===== config.mk =====
export PLATFORM = sky130hd
export DESIGN_NAME = gate_mode_controller
export DESIGN_NICKNAME = d
export VERILOG_FILES = /design/src/rtl/gate_ctrl_pkg.sv /design/src/rtl/button_debouncer.sv /design/src/rtl/gate_mode_controller.sv
export SDC_FILE = /design/constraint.sdc
export NUM_CORES = 1
export LEC_CHECK = 0
export CAP_MARGIN = 10
export CORE_AREA = 2 2 150 123
export DETAILED_ROUTE_END_ITERATION = 7
export DIE_AREA = 0 0 152 125
export GPL_ROUTABILITY_DRIVEN = 1
export HOLD_SLACK_MARGIN = 0.15
export PLACE_DENSITY_LB_ADDON = 0.12
export SLEW_MARGIN = 20
export SYNTH_ARGS = -nofsm -noshare
export SYNTH_HDL_FRONTEND = slang
export SYNTH_SLANG_ARGS = --single-unit

===== constraint.sdc =====
create_clock -name CLK -period 2 [get_ports CLK]
set_input_delay 0.4 -clock CLK [delete_from_list [all_inputs] [get_ports CLK]]
set_output_delay 0.4 -clock CLK [all_outputs]
set_load 0.005 [all_outputs]

===== src/rtl/gate_ctrl_pkg.sv =====
// rtl/gate_ctrl_pkg.sv - shared encodings for the gate mode controller
package gate_ctrl_pkg;

  // Gate function codes; 6 and 7 are never produced by stepping
  localparam logic [2:0] MODE_AND  = 3'd0;
  localparam logic [2:0] MODE_OR   = 3'd1;
  localparam logic [2:0] MODE_XOR  = 3'd2;
  localparam logic [2:0] MODE_NAND = 3'd3;
  localparam logic [2:0] MODE_NOR  = 3'd4;
  localparam logic [2:0] MODE_XNOR = 3'd5;
  localparam logic [2:0] MODE_LAST = MODE_XNOR;

  typedef enum logic {
    ST_MANUAL = 1'b0,
    ST_SWEEP  = 1'b1
  } state_t;

  // Button bit positions
  localparam int BTN_A    = 0;
  localparam int BTN_B    = 1;
  localparam int BTN_MODE = 2;
  localparam int BTN_DEMO = 3;

  // LED bit positions
  localparam int LED_RESULT   = 0;
  localparam int LED_MODE_LSB = 1;
  localparam int LED_MODE_MSB = 3;
  localparam int LED_OP_A     = 4;
  localparam int LED_OP_B     = 5;
  localparam int LED_SWEEP    = 6;
  localparam int LED_MARK     = 7;

endpackage


===== src/rtl/button_debouncer.sv =====
// rtl/button_debouncer.sv - two-flop synchronizer, stability counter and rise detect for one button
module button_debouncer #(
  parameter int DEBOUNCE_CYCLES = 1000000
) (
  input  logic CLK,
  input  logic RESET,
  input  logic raw,
  output logic debounced,
  output logic rise
);

  localparam int CW = (DEBOUNCE_CYCLES > 1) ? $clog2(DEBOUNCE_CYCLES) : 1;
  localparam logic [CW-1:0] CNT_LAST = CW'(DEBOUNCE_CYCLES - 1);

  logic [1:0]    sync_q;
  logic [CW-1:0] cnt;

  // Synchronize, then accept a new level only after it has differed for DEBOUNCE_CYCLES samples;
  // the rise pulse is aligned with the cycle the debounced level goes high
  always_ff @(posedge CLK) begin
    if (RESET) begin
      sync_q    <= 2'b00;
      debounced <= 1'b0;
      rise      <= 1'b0;
      cnt       <= '0;
    end else begin
      sync_q <= {sync_q[0], raw};
      rise   <= 1'b0;
      if (sync_q[1] == debounced) begin
        cnt <= '0;
      end else if (cnt == CNT_LAST) begin
        debounced <= sync_q[1];
        rise      <= sync_q[1];
        cnt       <= '0;
      end else begin
        cnt <= cnt + CW'(1);
      end
    end
  end

endmodule


===== src/rtl/gate_mode_controller.sv =====
// rtl/gate_mode_controller.sv - button-driven gate mode selector with automatic operand sweep
module gate_mode_controller
  import gate_ctrl_pkg::*;
#(
  parameter int DEBOUNCE_CYCLES = 1000000,
  parameter int HOLD_CYCLES     = 50000000
) (
  input  logic       CLK,
  input  logic       RESET,
  input  logic [3:0] BTN,
  output logic [7:0] LED
);

  localparam int HW = (HOLD_CYCLES > 1) ? $clog2(HOLD_CYCLES) : 1;
  localparam logic [HW-1:0] HOLD_LAST = HW'(HOLD_CYCLES - 1);

  logic [3:0]    btn_db;
  logic [3:0]    btn_rise;
  state_t        state;
  logic [2:0]    mode;
  logic [1:0]    op_cnt;
  logic [HW-1:0] hold;
  logic          marker;
  logic [1:0]    operands;
  logic          result;
  logic          unused_btn;

  for (genvar i = 0; i < 4; i++) begin : g_btn
    button_debouncer #(
      .DEBOUNCE_CYCLES(DEBOUNCE_CYCLES)
    ) u_debouncer (
      .CLK      (CLK),
      .RESET    (RESET),
      .raw      (BTN[i]),
      .debounced(btn_db[i]),
      .rise     (btn_rise[i])
    );
  end

  // Operand buttons have no rise use; mode/demo buttons have no level use
  assign unused_btn = ^{btn_rise[BTN_B:BTN_A], btn_db[BTN_DEMO:BTN_MODE]};

  // Operands come from the buttons in MANUAL and from the sweep counter in SWEEP
  always_comb begin
    operands = btn_db[BTN_B:BTN_A];
    if (state == ST_SWEEP) begin
      operands = op_cnt;
    end
  end

  // Gate function selected by mode; unreachable codes yield 0
  always_comb begin
    result = 1'b0;
    case (mode)
      MODE_AND:  result =   operands[0] & operands[1];
      MODE_OR:   result =   operands[0] | operands[1];
      MODE_XOR:  result =   operands[0] ^ operands[1];
      MODE_NAND: result = ~(operands[0] & operands[1]);
      MODE_NOR:  result = ~(operands[0] | operands[1]);
      MODE_XNOR: result = ~(operands[0] ^ operands[1]);
      default:   result = 1'b0;
    endcase
  end

  // Mode stepping, MANUAL/SWEEP sequencing and the LED register (shows state one cycle late)
  always_ff @(posedge CLK) begin
    if (RESET) begin
      state  <= ST_MANUAL;
      mode   <= MODE_AND;
      op_cnt <= 2'd0;
      hold   <= '0;
      marker <= 1'b0;
      LED    <= 8'h00;
    end else begin
      if (btn_rise[BTN_MODE]) begin
        mode   <= (mode >= MODE_LAST) ? MODE_AND : mode + 3'd1;
        marker <= ~marker;
      end

      case (state)
        ST_MANUAL: begin
          if (btn_rise[BTN_DEMO]) begin
            state  <= ST_SWEEP;
            op_cnt <= 2'd0;
            hold   <= '0;
          end
        end
        ST_SWEEP: begin
          if (hold == HOLD_LAST) begin
            hold <= '0;
            if (op_cnt == 2'd3) begin
              state  <= ST_MANUAL;
              op_cnt <= 2'd0;
            end else begin
              op_cnt <= op_cnt + 2'd1;
            end
          end else begin
            hold <= hold + HW'(1);
          end
        end
        default: state <= ST_MANUAL;
      endcase

      LED[LED_RESULT]                <= result;
      LED[LED_MODE_MSB:LED_MODE_LSB] <= mode;
      LED[LED_OP_A]                  <= operands[0];
      LED[LED_OP_B]                  <= operands[1];
      LED[LED_SWEEP]                 <= (state == ST_SWEEP);
      LED[LED_MARK]                  <= marker;
    end
  end

endmodule


After elaboration in Yosys (flattened, before gate mapping)
Cells that the tools add are included.
{"block": "op_classes", "n_reduce_logical": 12, "n_bitwise": 14, "n_lt_le_gt_ge": 1, "muxes": 14, "n_addsub": 7, "n_eq_ne": 17}
{"operator": "$add A20 B1 Y20 const B", "count": 4}
{"operator": "$eq A20 B20 Y1 const B", "count": 4}
{"operator": "$mux W26", "count": 2}
{"operator": "$pmux W26 S2", "count": 1}
{"operator": "$add A26 B1 Y26 const B", "count": 1}
{"operator": "$eq A26 B26 Y1 const B", "count": 1}
{"operator": "$reduce_or A3 Y1", "count": 6}
{"operator": "$not A1 Y1", "count": 11}
{"operator": "$reduce_and A2 Y1", "count": 5}
{"operator": "$mux W2", "count": 4}
{"operator": "$eq A3 B2 Y1 const B", "count": 2}
{"operator": "$eq A3 B3 Y1 const B", "count": 2}
{"operator": "$pmux W1 S6", "count": 1}
{"operator": "$eq A1 B1 Y1", "count": 4}
{"operator": "$ne A2 B1 Y1 const B", "count": 2}
{"operator": "$pmux W2 S2", "count": 1}
{"operator": "$add A3 B1 Y3 const B", "count": 1}
{"operator": "$eq A3 B1 Y1 const B", "count": 1}
{"operator": "$ge A3 B3 Y1 const B", "count": 1}
{"operator": "$logic_not A3 Y1", "count": 1}
{"operator": "$mux W1", "count": 3}
{"operator": "$mux W3", "count": 1}
{"operator": "$add A2 B1 Y2 const B", "count": 1}
{"operator": "$eq A2 B2 Y1 const B", "count": 1}
{"operator": "4 further kinds", "count": 4}
{"block": "word_totals", "input_bits": 6, "ff_bits": 135, "out_inout_bits": 8, "elab_cells": 85}

Depth between registers and ports, before layout
Gate-level depths: netlist of the first run.
{"block": "depth", "depth_word": 4, "ltp_mapped": 8, "depth_no_buf": 7}

Hierarchy
A second synthesis of the first run with hierarchy kept.
{"block": "hier_totals", "hier_cells": 732, "area_unflattened_um2": 6293.5}
{"module": "button_debouncer", "n_inst": 4, "area_per_inst_um2": 1046.0, "cells_each": 120, "seq_area_each_um2": 480.5}
{"module": "gate_mode_controller", "n_inst": 1, "area_per_inst_um2": 2109.5, "cells_each": 252, "seq_area_each_um2": 820.8}

Worst setup path before layout of the first run
Ideal clock, no wire load.
{"block": "synth_path", "path_type": "reg2reg", "startpoint": "register state", "endpoint": "register LED[0]", "path_slack_ns": 0.032, "t_required_ns": 1.872, "period_less_slack_ns": 1.968, "n_path_buf": 1, "path_stages_with_launch": 8, "arrival_time_ns": 1.840, "setup_ns": 0.128, "path_cell_list": "dfxtp_1 -> buf_1 -> mux2i_1 -> ha_1 -> a222oi_1 -> nor2_1 -> a221oi_1 -> nor2_1"}
{"block": "synth_between", "elab_chain_cells": 4, "elab_cells_between_ends": 8, "classes_between": "mux: 2; bitwise: 6"}
{"element": "from (decl)", "line_no": "gate_mode_controller.sv:19", "rtl": "state_t state;"}
{"element": "from (signal assigned)", "line_no": "gate_mode_controller.sv:68", "rtl": "state <= ST_MANUAL;"}
{"element": "from (signal assigned)", "line_no": "gate_mode_controller.sv:83", "rtl": "state <= ST_SWEEP;"}
{"element": "from (signal assigned)", "line_no": "gate_mode_controller.sv:92", "rtl": "state <= ST_MANUAL;"}
{"element": "$mux W2 (*)", "line_no": "gate_mode_controller.sv:46", "rtl": "if (state == ST_SWEEP) begin"}
{"element": "$xor A1 B1 Y1 (tied with other cells)", "line_no": "gate_mode_controller.sv:57, gate_mode_controller.sv:60"}
{"element": "$not A1 Y1, on equally long branches", "line_no": "gate_mode_controller.sv:60, gate_mode_controller.sv:58, gate_mode_controller.sv:59"}
{"element": "$pmux W1 S6 (*)", "line_no": "gate_mode_controller.sv:54", "rtl": "case (mode)"}
{"element": "to (signal, indexed assignment)", "line_no": "gate_mode_controller.sv:104", "rtl": "LED[LED_RESULT] <= result;"}
{"element": "to (signal, indexed assignment)", "line_no": "gate_mode_controller.sv:105", "rtl": "LED[LED_MODE_MSB:LED_MODE_LSB] <= mode;"}
{"element": "to (signal, indexed assignment)", "line_no": "gate_mode_controller.sv:106", "rtl": "LED[LED_OP_A] <= operands[0];"}
{"element": "to (decl)", "line_no": "gate_mode_controller.sv:11", "rtl": "output logic [7:0] LED"}
Every way passes the cells marked *; elsewhere a longest branch is shown, timed or not.
A chain may end at the register's enable or synchronous reset.

Worst setup path in the final report of the first run
{"block": "layout_path", "startpoint": "register hold[7]", "endpoint": "register hold[23]"}
{"block": "layout_between", "elab_chain_cells": 3, "elab_cells_between_ends": 4, "classes_between": "add/sub: 1; eq/ne: 1; mux: 2"}
{"element": "from (decl)", "line_no": "gate_mode_controller.sv:22", "rtl": "logic [HW-1:0] hold;"}
{"element": "from (signal assigned)", "line_no": "gate_mode_controller.sv:98", "rtl": "hold <= hold + HW'(1);"}
{"element": "$add A26 B1 Y26 / $eq A26 B26 Y1 (equally long branches)", "line_no": "gate_mode_controller.sv:98, gate_mode_controller.sv:89"}
{"element": "$mux W26 (*)", "line_no": "gate_mode_controller.sv:89", "rtl": "if (hold == HOLD_LAST) begin"}
{"element": "$pmux W26 S2 (*)", "line_no": "gate_mode_controller.sv:80", "rtl": "case (state)"}
Marks and branches as above.

==> out/summary.txt, run 1 <==
number of I/O pins = 14
Die ar. = 0.01900 mm²
actual slew at the worst max-slew pin = 708.0 ps
Post-Route WL = 12.60 mm
Netlist cell types = 54
die width = 152 µm
Finished Layout Cells = 973
layout cells sized above 1 = 0.1238
WHS = 437.8 ps
flops & latches, synth = 135
Worst path top cell family by delay = simple AND/OR/NAND/NOR gates
Slowest-stage cell, CP = and4_1
Tot GR Track Use = 0.1360
sequential area share after synthesis = 0.4472
Peak VDD IR = 0.0004082 V
synth warn = 0
most frequent cells in the layout = 133 x dfxtp_1, 126 x nor2_1, 52 x nand3_1
Synth top area share = 0.4472
P per Cell Area = 777.6 mW/mm²
input/output buffers = 13
Hold Buf Count CTS = 0
initial antenna violation count = 0
area of the mapped netlist = 0.006043 mm²
final worst-path cycle share = 0.9836
Initial DRC Count = 222
fin crit period = 1967 ps
f_max = 508.3 MHz
TritonCTS clock tree = yes
Area contributors post-synth = dfxtp_1 45%, nor2_1 7.8%, xnor2_1 6.1%, xor2_1 5.5%, nand3_1 4.3%
final instance area = 0.007238 mm²
unrepaired setup endpoints after global routing = no
Async S/R FF share, synth = 0
CP arrival = 2270 ps
first-pass GRT wire length = 21.29 mm
Clock Skews = 5.477 ps
CP Capture Type = flop
H-tree levels = 4
gr ovfl total = 0
die height = 125 µm
Buffers & Inverters on Critical Path = 0
largest net degree at the start of global routing = 45
antenna-violating nets left = 0
Crit Path Category = reg -> reg
final setup vio count = 0
Startpoint Class = flop
vias in the first global route = 4421
vias per cell = 4.923
Worst-Skew Late Latency = 420 ps
wire per inst = 12.95 µm
Syn-to-layout area delta = 19.77%
clock slew at reported path FFs = 60 ps
Rows = 44
leakage = 2.522 nW
HPWL after detailed placement = 8.757 mm
Synth Flop Type = dfxtp_1
max-slew violations = 0
overall power = 5.628 mW
number of synthesized flops with an enable pin = 0
CP max FO = 14
# diodes = 0
area leader, netlist = dfxtp_1
Post-CTS Setup Inserts = 0
max cap viols = 0
Rel. slew slack = 0.5280
Pre-antenna DRT Iters = 5
root buffer cell = clkbuf_16
status = complete, no violations
critical path cell sequence = nor4b_1 > and4_1 > a21oi_4 > and3_1 > a221o_1
Area after DPL = 0.006654 mm²
utilization after layout = 0.4096
Fillers = 1742
residual DRC count = 0
via count = 4790
Placer Congestion = 0.7862
Num CTS Buffers = 17
CTS Sinks = 135
area of the multi-input gates = 0.003177 mm²
hold crit path type = reg -> reg
initial core utilization = 0.3420
Post-Syn Nets = 701
Core Box Area = 0.01767 mm²
Longest Clk Path Bufs = 2
Synth Area per Inst = 8.861 µm²
Inst Count DP = 940
NumNets Final = 749
Reg area = 0.002705 mm²
final hold vios = 0
most common cell after layout, fill and taps aside = dfxtp_1
critical path's largest stage delay = 440 ps
Syn Inst Count = 682
required time of the critical path = 2300 ps
[flip-flops by register name, indices dropped and copies added (netlist names)]
signal                       count
g_btn.u_debouncer.debounced      4
state                            1
g_btn.u_debouncer.sync_q         8
g_btn.u_debouncer.cnt           80
op_cnt                           2
mode                             3
LED                              8
g_btn.u_debouncer.rise           2
marker                           1
hold                            26
[synthesized netlist by cell type (4+ instances only)]
cell        n
dfxtp_1   135
nor2_1    126
nand3_1    52
nand2_1    44
xnor2_1    42
xor2_1     38
inv_1      25
nor3_1     22
nand4_1    19
a21oi_1    15
and3_1     15
ha_1       13
a31oi_1    12
and4_1     12
nor2b_1    12
clkbuf_1    9
mux2i_1     8
nor4b_1     8
buf_2       7
o21ai_0     7
or3_1       4
[cells by family after synthesis]
group / Yosys count / share of synthesized area
simple gates: 348 / 0.3060
fa+ha+maj: 13 / 0.02692
mux: 8 / 0.01325
buf+inv: 46 / 0.03374
compound gates: 52 / 0.05694
flops: 135 / 0.4472
xor+xnor: 80 / 0.1159
[metrics by stage]
stage	worst slack (ps)	TNS [ps]
6_report	32.74	0
5_1_grt	1.829	0
2_1_floorplan	32.09	0
3_3_place_gp	-30.08	-46.53
3_5_place_dp	-88.66	-496.7
4_1_cts	32.43	0
[final timing paths]
path	start	endpoint	slack [ps]	cells past startpoint
max	hold[7]	hold[23]	30	5
min	g_btn[0].u_debouncer.sync_q[0]	g_btn[0].u_debouncer.sync_q[1]	440	1
min reg2reg	g_btn[0].u_debouncer.sync_q[0]	g_btn[0].u_debouncer.sync_q[1]	440	1
max reg2reg	hold[7]	hold[23]	30	5
[layout make-up]
cell class                 count  area share
clock buffer                  18     0.06067
clock inverter                14     0.01417
inverter                      25     0.01296
multi-input combinational    502      0.4389
sequential                   135      0.3737
tap                          230     0.03976
timing repair buffer          49     0.05981
[report_power, final]
part / internal (mW) / leakage [nW] / total [mW] / switching (mW)
registers: 2.70 / 1.09 / 2.70 / 0.00559
clock network: 1.62 / 0.247 / 2.85 / 1.24
logic: 0.0276 / 1.19 / 0.0690 / 0.0414
total: 4.35 / 2.52 / 5.63 / 1.28
[routing by layer]
metal  vias to the layer above  global-route usage  wire (µm)
met3                         6             0.04159        443
met2                        68              0.1995       5428
met1                      2255              0.1913       6616
li1                       2461                   -          -
met5                         -                   0          0
met4                         0             0.04288        110
[repair_timing]
item,4_1_cts,5_1_grt
endpoints found under the setup margin,11,8
gates resized for setup,1,7
pin swaps,0,1
cloned,0,1
No activity file was read; power rests on OpenSTA's default activity.
==> inputs of run 2 (changes only) <==
- CORE_AREA: 2 2 150 123 -> 2 2 111 166
- DIE_AREA: 0 0 152 125 -> 0 0 113 168
==> out/summary.txt, run 2 (synthesis gave the netlist of run 1 again) <==
# diodes = 0 (unchanged)
f_max = 540.7 MHz (+6.4%)
hold wc startpoint = RESET
metal3 WL = 337 µm (-24%)
input/output buffers = 13 (unchanged)
Core Box Area = 0.01772 mm² (+0.26%)
required time of the critical path = 2300 ps (about the same)
Rows = 60 (+36%)
Max Used Layer = met4
wl on met1 = 5.452 mm (-18%)
most common cell after layout, fill and taps aside = dfxtp_1
leakage = 2.568 nW (+1.8%)
Largest Register = g_btn.u_debouncer.cnt
largest registers = g_btn.u_debouncer.cnt (80), hold (26)
die width = 113 µm (-26%)
Area after DPL = 0.006605 mm² (-0.73%)
Num CTS Buffers = 17 (unchanged)
Placer Congestion = 0.7970 (+1.4%)
final instance area = 0.007283 mm² (+0.62%)
Syn-to-layout area delta = 20.52%
number of I/O pins = 14 (unchanged)
violated checks = design-rule violations
CP max FO = 22 (+8)
Peak VDD IR = 0.0004239 V (+3.8%)
most frequent cells in the layout = 134 x dfxtp_1, 126 x nor2_1, 52 x nand3_1
vias in the first global route = 4983 (+13%)
unrepaired setup endpoints after global routing = no
CTS Sinks = 135 (unchanged)
first-pass GRT wire length = 22.90 mm (+7.6%)
setup TNS = 0 ps (unchanged)
largest net degree at the start of global routing = 45 (unchanged)
TritonCTS clock tree = yes
layout cells sized above 1 = 0.1101 (-0.01377)
Longest Clk Path Bufs = 2 (unchanged)
gr ovfl total = 0 (unchanged)
routed length on met2 = 6.744 mm (+24%)
final setup vio count = 0 (unchanged)
CP arrival = 2150 ps (-120 ps)
vias per cell = 4.994 (+1.4%)
final worst-path cycle share = 0.9247 (-0.05892)
Worst R2R Path Depth = 7 (+2)
reg-to-reg startpoint = hold[0]
root buffer cell = clkbuf_16
max FFs per register = 80 (unchanged)
final hold vios = 0 (unchanged)
Reg2Reg Capture Point = hold[23]
fin crit period = 1849 ps (-117.8 ps)
actual slew at the worst max-slew pin = 350.5 ps (-357.5 ps)
Pre-antenna DRT Iters = 6 (+1)
clock slew at reported path FFs = 60 ps (about the same)
NumNets Final = 743 (-0.80%)
hold crit path type = in -> reg
P per Cell Area = 845.7 mW/mm² (+8.8%)
Clock Skews = 9.660 ps (+4.184 ps)
Hold Path End = op_cnt[1]
Initial DRC Count = 137 (-38%)
via count = 4759 (-0.65%)
Worst R2R Setup Slack = 150 ps (+120 ps)
overall power = 6.159 mW (+9.4%)
Startpoint Class = flop
max-slew violations = 0 (unchanged)
H-tree levels = 4 (unchanged)
CP Capture Type = flop
Die ar. = 0.01898 mm² (about the same)
die height = 168 µm (+34%)
Fillers = 1795 (+3.0%)
Finished Layout Cells = 953 (-2.1%)
HPWL after detailed placement = 9.055 mm (+3.4%)
wire per inst = 13.44 µm (+3.8%)
Rel. slew slack = 0.7646 (+0.2366)
initial core utilization = 0.3411 (-0.0008694)
hold path depth = 4 (+3)
WHS = 420.3 ps (-17.55 ps)
Tot GR Track Use = 0.1471 (+0.01113)
residual DRC count = 2 (+2)
initial antenna violation count = 0 (unchanged)
Inst Count DP = 921 (-2.0%)
Hold Buf Count CTS = 0 (unchanged)
Worst-Skew Late Latency = 420 ps (about the same)
antenna-violating nets left = 0 (unchanged)
max cap viols = 0 (unchanged)
Crit Path Category = reg -> reg
Post-Route WL = 12.81 mm (+1.7%)
status = complete, but fails checks
## run 2: cell count changes in the layout (fill, tap and decap cells not counted), sizes merged
cell / before / now
clkbuf: 18 / 25
clkinvlp: 7 / 0
buf: 37 / 32
bufinv: 0 / 4
inv: 28 / 25
clkinv: 4 / 2
a21oi: 17 / 16
## run 2: repair_timing
action / 4_1_cts / 5_1_grt
gates resized for setup: 0 / 6
setup buffers: 0 / 1
endpoints found under the setup margin: 0 / 4
## run 2: worst max-delay path, cell delays in order (launching register included)
cell and delay [ps]:
dfxtp_1 380, ha_4 170, nand3_2 140, nor4_4 280, a21oi_2 100, buf_4 210, and3_1 180, a221o_1 260
## run 2: power breakdown
group / internal [mW] / switching, mW
Clock: 2.25 / 1.13
Combinational: 0.0292 / 0.0425
Sequential: 2.70 / 0.00590
Total: 4.98 / 1.18
## run 2: area by class of cell
type                            count  area (µm²)  area share
Tap cell                          217       271.5     0.03728
Multi-Input combinational cell    501        3163      0.4343
Clock inverter                      6       137.6     0.01890
Inverter                           25       93.84     0.01288
Timing Repair Buffer               44       407.9     0.05600
Sequential cell                   135        2704      0.3712
Clock buffer                       25       505.5     0.06940
## run 2: worst max-delay path by stage
stage	startpoint	cells after the start	to
after floorplan	state	7	LED[0]
after global routing	hold[0]	7	hold[20]
after detailed placement	hold[1]	7	hold[23]
after global placement	hold[11]	6	hold[23]
after CTS	hold[1]	7	hold[20]
final	hold[0]	7	hold[23]
## run 2: metrics by stage
| stage | worst slack [ps] | utilization |
|---|---|---|
| after floorplan | 32.09 | - |
| after global placement | 186.1 | 0.3728 |
| after detailed placement | 119.1 | 0.3728 |
| after CTS | 104.8 | 0.4091 |
| after global routing | 30.57 | 0.4111 |
| final | 150.6 | 0.4111 |
## run 2: layer usage
metal  vias to the layer above  global-route usage
met1                      2237              0.1647
met2                        55              0.2614
li1                       2447                   -
met5                         -                   0
met4                         0             0.06628
met3                        20             0.03564
==> inputs of run 3 (changes only) <==
- CTS_CLUSTER_SIZE: not set -> 28
==> results of run 3 <==
Same layout as run 2: the final DEF is identical, and so are final timing and power.
